## src/rtl/life_grid_renderer.sv

```systemverilog
// life_grid_renderer
//   Renders a toroidal Game of Life grid onto the 640x480 raster of an
//   upstream VGA timing generator. A new generation is computed during
//   vertical blanking, one cell per clock, so the visible image never tears.
//
// Ports:
//   clk, reset          pixel clock, synchronous active-high reset
//   hpos, vpos          raster position from the timing generator
//   hsync_in, vsync_in  syncs from the timing generator (lag hpos/vpos by 1)
//   run                 1 = evolve every GEN_FRAMES frames
//   step                one-cycle pulse, requests one generation while run=0
//   r, g, b             registered 2-bit colour, 2 cycles after hpos/vpos
//   hsync_out/vsync_out syncs delayed 1 cycle, aligned with r/g/b
//   busy                generation update in progress
//   generation          number of committed generations (wraps at 16 bits)
//
// Build option:
//   GRID_LINES_EN  when defined, the first pixel row/column of each cell is
//                  drawn blue (r=00 g=00 b=01) regardless of the cell state.
module life_grid_renderer #(
    parameter int GRID_W     = 16,
    parameter int GRID_H     = 12,
    parameter int CELL_PX    = 40,
    parameter int H_VISIBLE  = 640,
    parameter int V_VISIBLE  = 480,
    parameter int GEN_FRAMES = 8
) (
    input  logic        clk,
    input  logic        reset,
    input  logic [9:0]  hpos,
    input  logic [9:0]  vpos,
    input  logic        hsync_in,
    input  logic        vsync_in,
    input  logic        run,
    input  logic        step,
    output logic [1:0]  r,
    output logic [1:0]  g,
    output logic [1:0]  b,
    output logic        hsync_out,
    output logic        vsync_out,
    output logic        busy,
    output logic [15:0] generation
);
    localparam int CELLS = GRID_W * GRID_H;
    localparam int IDX_W = $clog2(CELLS);
    localparam int OFF_W = $clog2(CELL_PX);
    localparam int CW    = $clog2(GRID_W);
    localparam int RW    = $clog2(GRID_H);
    localparam logic [OFF_W-1:0] OFF_MAX = OFF_W'(CELL_PX - 1);

    function automatic logic [CELLS-1:0] seed_f();
        logic [CELLS-1:0] s;
        s = {CELLS{1'b0}};
        // glider
        s[0 * GRID_W + 1]  = 1'b1;
        s[1 * GRID_W + 2]  = 1'b1;
        s[2 * GRID_W + 0]  = 1'b1;
        s[2 * GRID_W + 1]  = 1'b1;
        s[2 * GRID_W + 2]  = 1'b1;
        // blinker
        s[5 * GRID_W + 10] = 1'b1;
        s[5 * GRID_W + 11] = 1'b1;
        s[5 * GRID_W + 12] = 1'b1;
        return s;
    endfunction

    function automatic logic cell_at(input logic [CELLS-1:0] grid,
                                     input logic [CW-1:0] x,
                                     input logic [RW-1:0] y);
        return grid[IDX_W'(y * GRID_W + x)];
    endfunction

    function automatic logic [3:0] count8(input logic [7:0] v);
        logic [3:0] n;
        n = 4'd0;
        for (int i = 0; i < 8; i++) begin
            n = n + {3'd0, v[i]};
        end
        return n;
    endfunction

    localparam logic [CELLS-1:0] SEED = seed_f();

    typedef enum logic [1:0] {IDLE = 2'd0, UPDATE = 2'd1, COMMIT = 2'd2} state_t;

    state_t             state_r;
    logic [CELLS-1:0]   cur_r, nxt_r;
    logic [CW-1:0]      ux_r;
    logic [RW-1:0]      uy_r;
    logic [7:0]         frame_cnt_r;
    logic               step_pending_r;

    logic [OFF_W-1:0]   xoff_r, yoff_r, xoff_s, yoff_s;
    logic [9:0]         col_r, row_r, col_s, row_s;
    logic               vis_r, live_r;
`ifdef GRID_LINES_EN
    logic               line_r;
`endif

    // Horizontal in-cell offset and column for the current hpos, derived from
    // last cycle's values so no divider is needed.
    always_comb begin
        if (hpos == 10'd0) begin
            xoff_s = {OFF_W{1'b0}};
            col_s  = 10'd0;
        end else if (xoff_r == OFF_MAX) begin
            xoff_s = {OFF_W{1'b0}};
            col_s  = col_r + 10'd1;
        end else begin
            xoff_s = xoff_r + OFF_W'(1);
            col_s  = col_r;
        end
    end

    // Vertical offset and row advance once per line, on its hpos==0 cycle.
    always_comb begin
        if (hpos != 10'd0) begin
            yoff_s = yoff_r;
            row_s  = row_r;
        end else if (vpos == 10'd0) begin
            yoff_s = {OFF_W{1'b0}};
            row_s  = 10'd0;
        end else if (yoff_r == OFF_MAX) begin
            yoff_s = {OFF_W{1'b0}};
            row_s  = row_r + 10'd1;
        end else begin
            yoff_s = yoff_r + OFF_W'(1);
            row_s  = row_r;
        end
    end

    logic             visible_s, in_grid_s, cell_s;
    logic [IDX_W-1:0] pix_idx_s;
    assign visible_s = (hpos < 10'(H_VISIBLE)) && (vpos < 10'(V_VISIBLE));
    assign in_grid_s = (col_s < 10'(GRID_W)) && (row_s < 10'(GRID_H));
    assign pix_idx_s = IDX_W'(row_s * 10'(GRID_W) + col_s);
    assign cell_s    = in_grid_s ? cur_r[pix_idx_s] : 1'b0;

    // Two-stage pixel pipeline: stage 1 looks up the cell, stage 2 colours it.
    always_ff @(posedge clk) begin
        if (reset) begin
            xoff_r <= {OFF_W{1'b0}};
            yoff_r <= {OFF_W{1'b0}};
            col_r  <= 10'd0;
            row_r  <= 10'd0;
            vis_r  <= 1'b0;
            live_r <= 1'b0;
`ifdef GRID_LINES_EN
            line_r <= 1'b0;
`endif
            r <= 2'b00;
            g <= 2'b00;
            b <= 2'b00;
            hsync_out <= 1'b0;
            vsync_out <= 1'b0;
        end else begin
            xoff_r <= xoff_s;
            yoff_r <= yoff_s;
            col_r  <= col_s;
            row_r  <= row_s;
            vis_r  <= visible_s;
            live_r <= cell_s;
`ifdef GRID_LINES_EN
            line_r <= (xoff_s == {OFF_W{1'b0}}) || (yoff_s == {OFF_W{1'b0}});
            if (vis_r && line_r) begin
                r <= 2'b00; g <= 2'b00; b <= 2'b01;
            end else if (vis_r && live_r) begin
                r <= 2'b01; g <= 2'b11; b <= 2'b01;
            end else begin
                r <= 2'b00; g <= 2'b00; b <= 2'b00;
            end
`else
            if (vis_r && live_r) begin
                r <= 2'b01; g <= 2'b11; b <= 2'b01;
            end else begin
                r <= 2'b00; g <= 2'b00; b <= 2'b00;
            end
`endif
            // hsync/vsync already lag hpos by one, so one more stage aligns them.
            hsync_out <= hsync_in;
            vsync_out <= vsync_in;
        end
    end

    // Trigger decode at the first vblank pixel.
    logic vblank_evt_s, frame_wrap_s, start_s;
    assign vblank_evt_s = (hpos == 10'd0) && (vpos == 10'(V_VISIBLE));
    assign frame_wrap_s = (frame_cnt_r == 8'(GEN_FRAMES - 1));
    assign start_s      = vblank_evt_s && (state_r == IDLE) &&
                          ((run && frame_wrap_s) || (!run && step_pending_r));

    // Neighbourhood of the cell being updated, wrapping at the grid edges.
    logic [CW-1:0]    xm_s, xp_s;
    logic [RW-1:0]    ym_s, yp_s;
    logic [IDX_W-1:0] upd_idx_s;
    logic [3:0]       n_s;
    logic             next_s, last_s;
    assign xm_s = (ux_r == {CW{1'b0}})    ? CW'(GRID_W - 1) : ux_r - CW'(1);
    assign xp_s = (ux_r == CW'(GRID_W - 1)) ? {CW{1'b0}}    : ux_r + CW'(1);
    assign ym_s = (uy_r == {RW{1'b0}})    ? RW'(GRID_H - 1) : uy_r - RW'(1);
    assign yp_s = (uy_r == RW'(GRID_H - 1)) ? {RW{1'b0}}    : uy_r + RW'(1);
    assign upd_idx_s = IDX_W'(uy_r * GRID_W + ux_r);
    assign n_s = count8({cell_at(cur_r, xm_s, ym_s), cell_at(cur_r, ux_r, ym_s),
                         cell_at(cur_r, xp_s, ym_s), cell_at(cur_r, xm_s, uy_r),
                         cell_at(cur_r, xp_s, uy_r), cell_at(cur_r, xm_s, yp_s),
                         cell_at(cur_r, ux_r, yp_s), cell_at(cur_r, xp_s, yp_s)});
    assign next_s = (n_s == 4'd3) || (cur_r[upd_idx_s] && (n_s == 4'd2));
    assign last_s = (ux_r == CW'(GRID_W - 1)) && (uy_r == RW'(GRID_H - 1));

    // Frame counting, step latching and the generation update FSM.
    always_ff @(posedge clk) begin
        if (reset) begin
            state_r        <= IDLE;
            cur_r          <= SEED;
            nxt_r          <= {CELLS{1'b0}};
            ux_r           <= {CW{1'b0}};
            uy_r           <= {RW{1'b0}};
            frame_cnt_r    <= 8'd0;
            step_pending_r <= 1'b0;
            busy           <= 1'b0;
            generation     <= 16'd0;
        end else begin
            if (step && !run) begin
                step_pending_r <= 1'b1;
            end
            if (vblank_evt_s) begin
                frame_cnt_r <= frame_wrap_s ? 8'd0 : frame_cnt_r + 8'd1;
            end
            case (state_r)
                IDLE: begin
                    if (start_s) begin
                        state_r <= UPDATE;
                        busy    <= 1'b1;
                        ux_r    <= {CW{1'b0}};
                        uy_r    <= {RW{1'b0}};
                        // A same-cycle step pulse is absorbed by this update.
                        if (!run) begin
                            step_pending_r <= 1'b0;
                        end
                    end
                end
                UPDATE: begin
                    nxt_r[upd_idx_s] <= next_s;
                    if (last_s) begin
                        state_r <= COMMIT;
                    end else if (ux_r == CW'(GRID_W - 1)) begin
                        ux_r <= {CW{1'b0}};
                        uy_r <= uy_r + RW'(1);
                    end else begin
                        ux_r <= ux_r + CW'(1);
                    end
                end
                COMMIT: begin
                    cur_r      <= nxt_r;
                    generation <= generation + 16'd1;
                    busy       <= 1'b0;
                    state_r    <= IDLE;
                end
                default: begin
                    state_r <= IDLE;
                    busy    <= 1'b0;
                end
            endcase
        end
    end
endmodule

```

## config.mk

```make
export PLATFORM = sky130hd
export DESIGN_NAME = life_grid_renderer
export DESIGN_NICKNAME = d
export VERILOG_FILES = /design/src/rtl/life_grid_renderer.sv
export SDC_FILE = /design/constraint.sdc
export NUM_CORES = 1
export LEC_CHECK = 0
export BUFFER_PORTS_ARGS = -buffer_cell sky130_fd_sc_hd__clkbuf_2
export CAP_MARGIN = 20
export CORE_MARGIN = 5
export CORE_UTILIZATION = 45
export CTS_CLUSTER_DIAMETER = 50
export CTS_CLUSTER_SIZE = 8
export DETAILED_ROUTE_END_ITERATION = 8
export HOLD_SLACK_MARGIN = 0.05
export PLACE_DENSITY = 0.62
export SLEW_MARGIN = 10
export SYNTH_ARGS = -nofsm -noshare
export SYNTH_HDL_FRONTEND = slang
export SYNTH_SLANG_ARGS = --single-unit
```

## constraint.sdc

```tcl
create_clock -name clk -period 11.45 [get_ports clk]
set_clock_uncertainty 0.1 [all_clocks]
set_input_delay 1.145 -clock clk [delete_from_list [all_inputs] [get_ports clk]]
set_output_delay 1.145 -clock clk [all_outputs]
set_load 0.01 [all_outputs]
```

After elaboration in Yosys (flattened, before gate mapping)

Index checks and enable logic that the tools add are counted.

Bits in registers: 460
Input port bits: 26
Logic and storage cells: 157

Add/sub/neg operators: 27
Magnitude comparators: 15
Equal/unequal tests: 14
Multiplexer cells: 52
Bitwise gates (word level): 2
Reduce and logical (&&, ||, !) cells: 28

Operators by type and width:

| operator              | count |
|---|---|
| $bwmux 192            | 1 |
| $lt 8x9->1 const B    | 10 |
| $bmux 1 s8            | 10 |
| $add 8x4->8           | 9 |
| $mux 10               | 5 |
| $mux 4                | 8 |
| $add 10x1->10 const B | 2 |
| $logic_not 10->1      | 2 |
| $mux 1                | 17 |
| $add 16x1->16 const B | 1 |
| $add 4x1->4           | 4 |
| $pmux 4 s2            | 2 |
| $add 6x1->6 const B   | 2 |
| $eq 6x6->1 const B    | 2 |
| $logic_and 1x1->1     | 12 |
| $mux 6                | 2 |
| $eq 10x9->1 const B   | 1 |
| $lt 10x10->1 const B  | 1 |
| $lt 10x4->1 const B   | 1 |
| $lt 10x5->1 const B   | 1 |
| $lt 10x9->1 const B   | 1 |
| $reduce_bool 10->1    | 1 |
| $add 4x1->4 const B   | 2 |
| $add 8x1->8 const B   | 1 |
| other kinds (28)      | 40 |

Longest topological paths before layout

Depth after elaboration: 16
Depth in mapped cells: 29
Gate-level depth less buffers: 23

Worst setup path before layout

OpenSTA, ideal clock, no wires.

Path type: reg2reg
Start point: register ux_r[1]
End point: register nxt_r[48]
Arrival time: 7.025 ns
Required time: 11.276 ns
Setup slack: 4.251 ns
Cell stages (with the launch flop): 27
Buffers on the path: 7
Clock period less this slack: 7.199 ns
Path through: dfxtp_1 buf_2 buf_1 inv_1 ha_1 clkbuf_1 buf_2 buf_1 mux4_2 a211oi_1 a21oi_1 mux4_2 a22oi_1 nand2_1 fa_1 inv_1 fa_1 fa_1 inv_1 ha_1 fa_1 o21ai_0 nand3b_1 a21o_1 buf_4 clkbuf_2 o21ai_0

Cells in the longest elaborated chain, start to end: 16
Elaborated cells on any way between the ends: 50

Ends and longest elaborated chain:

| what                                      | RTL line | RTL |
|---|---|---|
| from (decl)                               | 88       | `logic [CW-1:0] ux_r;` |
| from (signal assigned)                    | 216      | `ux_r <= {CW{1'b0}};` |
| from (signal assigned)                    | 234      | `ux_r <= {CW{1'b0}};` |
| from (signal assigned)                    | 247      | `ux_r <= {CW{1'b0}};` |
| $add 4x1->4 or $eq 4x4->1 (tied branches) | 199      | `assign xp_s = (ux_r == CW'(GRID_W - 1)) ? {CW{1'b0}} : ux_r + CW'(1);` |
| $mux 4                                    | 199      |  |
| $add 8x4->8                               | 70       | `return grid[IDX_W'(y * GRID_W + x)];` |
| $bmux 1 s8                                | 70       |  |
| $mux 1 (implied by the code)              | 70       |  |
| $add 1x1->2                               | 77       | `n = n + {3'd0, v[i]};` |
| $add 2x1->3                               | 77       |  |
| $add 3x1->4                               | 77       |  |
| $add 4x1->4 (4 in a row)                  | 77       |  |
| $eq 4x2->1                                | 207      | `assign next_s = (n_s == 4'd3) \|\| (cur_r[upd_idx_s] && (n_s == 4'd2));` |
| $logic_and 1x1->1                         | 207      |  |
| $logic_or 1x1->1                          | 207      |  |
| $bwmux 192 *                              | 243      | `nxt_r[upd_idx_s] <= next_s;` |
| to (signal assigned)                      | 215      | `nxt_r <= {CELLS{1'b0}};` |
| to (signal, indexed assignment)           | 243      |  |
| to (decl)                                 | 87       | `logic [CELLS-1:0] cur_r, nxt_r;` |

Every way passes the cells marked *; elsewhere a longest branch is shown, timed or not. The select of a mux whose other input is x is not followed.
A chain may end at the register's enable or synchronous reset.

Final worst setup path

Start point: register ux_r[0]
End point: register nxt_r[158]

The elaborated chain is that of the path after synthesis.

==> results.cfg <==
[cells_and_area]
nFillCells = 5155
multi_input_area_um2 = 15100
layout-drive-gt1-share_pct = 15.3
n_antenna_cell = 0
ff_latch_area_um2 = 9150
final_cell_mix = 674 x nand2_1, 455 x dfxtp_1, 236 x a21oi_1
area_growth_syn_to_layout_pct = 11.2
final_nets = 2824
design_area_um2 = 28100
mostFrequentLayoutCell = nand2_1

[run]
maxCapViolCount = 0

[sta]
final-setup-viol-count = 0
slew_violations = 0
worst_pin_slew_ns = 1.15
final_hold_viol_count = 0
rsz0062_at_grt = no
period_needed_ns = 7.45
finalSetupTns_ns = 0
relSlewSlack_pct = 23.5
fmax_mhz = 134
period_share_pct = 65.1

[route]
detail-route-antenna-nets = 0
vias = 22290
drt-total-wl_um = 83100
drc = 0
firstDrtPassIters = 6
viasPerCell = 6.29
drtIter0Drc = 2507
avgRoutedWirePerCell_um = 23.4

[yosys]
synthFlopType = dfxtp_1
synth_edf_count = 0
synth-simple-area-share_pct = 23.0
yosys.area_share.adder_pct = 1.48
synth_compound_area_share_pct = 13.1
synthXorXnorAreaFrac_pct = 1.49
syn_area_per_cell_um2 = 8.90
synth.distinct_cells = 82
netlist_area_um2 = 25300
synth_seq_area_share_pct = 36.2
ys_warn_count = 0
synth_top_family_by_area = simple AND/OR/NAND/NOR gates
muxShareOfSynthArea_pct = 20.2
synthCells = 2842
ys_ff_latch = 457
async_flop_share_pct = 0

[clock_network]
post_cts_resize_count = 0
post_cts_buffers = 0
root_buffer = clkbuf_16
cts_max_level = 3
numCtsBuffers = 71
cts_tree = yes
clock-sinks = 457
clockBufferDepth = 3
cts_hold_buf = 0
clkTransAtPathRegs_ns = 0.05
clock_latency_ns = 0.60

[place]
gp_congestion = 0.967
place_hpwl_um = 53400
placed_area_um2 = 26000
io_buffers = 48

[floorplanning]
row_count = 87
start_util_pct = 45.1
num_io_pins = 51
dieArea_um2 = 61000
core_um2 = 56100
die-height_um = 247
chipWidth_um = 247

[grt]
track_usage_pct = 26.9
grt_pass1_vias = 21245
grt_max_degree = 198
overflow = 0
antenna_found_initial = 1
grt_pass1_wl_um = 129000

[worst_hold_path]
hold_class = register to register
min_from = live_r$_SDFF_PP0_

[worst_setup_path]
worstPathMaxFanout = 81
worstReg2RegStart = ux_r[0]$_SDFFE_PP0P_
crit_required_ns = 11.81
crit_arrival_ns = 7.81
start_kind = register
setup.worst_path.start = ux_r[0]$_SDFFE_PP0P_
cp-end-kind = register
path_class = register to register

[power]
p_leak_nw = 9.03
p_sw_share_pct = 20.8
internal_power_w = 0.00282
cellPowerDensity_nw_per_um2 = 127
peakVddDrop_mv = 0.0848
pwr-share-clk_pct = 53.9
power_frac_seq_pct = 44.9
switchingPower_w = 0.000741
combPwrFrac_pct = 1.3

[status]
outcome = complete, no violations
## worst paths after layout
path	to	slack (ns)	depth (start not counted)
max	nxt_r[158]$_SDFFE_PP0P_	4.00	23
min	g[0]$_SDFF_PP0_	0.31	2
min reg2reg	g[0]$_SDFF_PP0_	0.31	2
max reg2reg	nxt_r[158]$_SDFFE_PP0P_	4.00	23
## registers in the layout (all words and copies together) (netlist names), 2 cells and up
name,cells
xoff_r,6
generation,16
col_r,10
yoff_r,6
frame_cnt_r,8
ux_r,4
nxt_r,192
state_r,2
row_r,10
uy_r,4
cur_r,192
## cell families after synthesis
family,Yosys count
AND/OR/NAND/NOR,1196
XOR/XNOR,43
AO/OA/AOI/OAI,586
flip-flops,457
multiplexers,255
adder cells (fa/ha/maj),27
other,1
buffers and inverters,277
## routing by layer
metal	vias to the layer above	part of all wire (%)	track usage (%)
met5	-	0.022	0
met4	2	4.4	11.4
met3	190	9.5	5.74
met2	1154	45	41.7
met1	10909	41	36.6
li1	10035	-	-
## power by group through the flow
stage,Combinational (W),Clock [W],Sequential (W)
2_1_floorplan,0.0000329,0,0.00163
3_5_place_dp,0.0000447,0,0.00163
3_3_place_gp,0.0000442,0,0.00163
5_1_grt,0.0000487,0.00202,0.00159
4_1_cts,0.0000449,0.00195,0.00160
6_report,0.0000450,0.00192,0.00160
## cells in the mapped netlist (all sizes together) (4+ instances only)
cell type    n  area share (%)
fa           5            0.40
nand4b       5            0.17
xor2        24            0.83
mux2i       50             2.0
xnor2       19            0.66
nand3       30            0.59
nor3b        4            0.12
a31oi        6            0.15
o21a         4            0.12
nor3        32            0.65
a221oi       9            0.31
o21ai      224             4.5
ha          22             1.1
mux4       204              18
nor2        96             1.5
nor4        10            0.27
nand2b       7            0.17
a41oi        4            0.14
dfxtp      457              36
nand4       22            0.54
a21o         7            0.21
and2        41             1.0
nor2b       22            0.54
clkbuf     194             3.0
or3         13            0.34
a32oi        5            0.17
inv         26            0.39
nand2      674              10
nand3b     202             6.0
buf         57             1.2
o31ai        9            0.27
a21oi      238             4.7
a22oi        9            0.27
a211oi      29            0.88
or4         10            0.33
o211ai       4            0.12
o32ai        4            0.14
or2          4           0.099
and3        18            0.45
## critical path, cell delays in order, from the launching register on
cell and delay [ns]:
dfxtp_4 0.34, inv_1 0.13, ha_4 0.86, buf_12 0.36, mux4_2 0.54, nor2b_1 0.14, a211oi_1 0.21, a21oi_1 0.12
mux4_2 0.49, a22oi_1 0.18, nand2_1 0.10, fa_1 0.56, inv_1 0.06, fa_1 0.50, fa_1 0.55, inv_1 0.04
ha_1 0.22, fa_1 0.39, nand3_1 0.09, o21ai_0 0.07, nand3b_1 0.10, a21o_4 0.45, buf_12 0.35, o21ai_0 0.17
## area by class of cell
cell class,instances,share of cell area (%)
clock buffer,83,6.93
tap,756,3.36
multi-input combinational,2109,53.7
clock inverter,9,0.334
sequential,457,32.5
inverter,26,0.347
timing repair buffer,106,2.84
## per-stage QoR
step | total power (W) | setup slack [ns] | instances | hold WS, ns | util, %
finish | 0.00356 | 4.00 | 3546 | 0.312 | 50.2
global route | 0.00366 | 3.63 | 3546 | 0.361 | 50.2
CTS | 0.00359 | 3.55 | 3544 | 0.312 | 50.1
detailed placement | 0.00167 | 3.55 | 3452 | 0.305 | 46.4
global placement | 0.00167 | 3.65 | 3449 | 0.301 | 46.3
floorplan | 0.00166 | 4.25 | 2843 | 0.295 | -
Note: power is estimated with default switching activity, not from simulation.
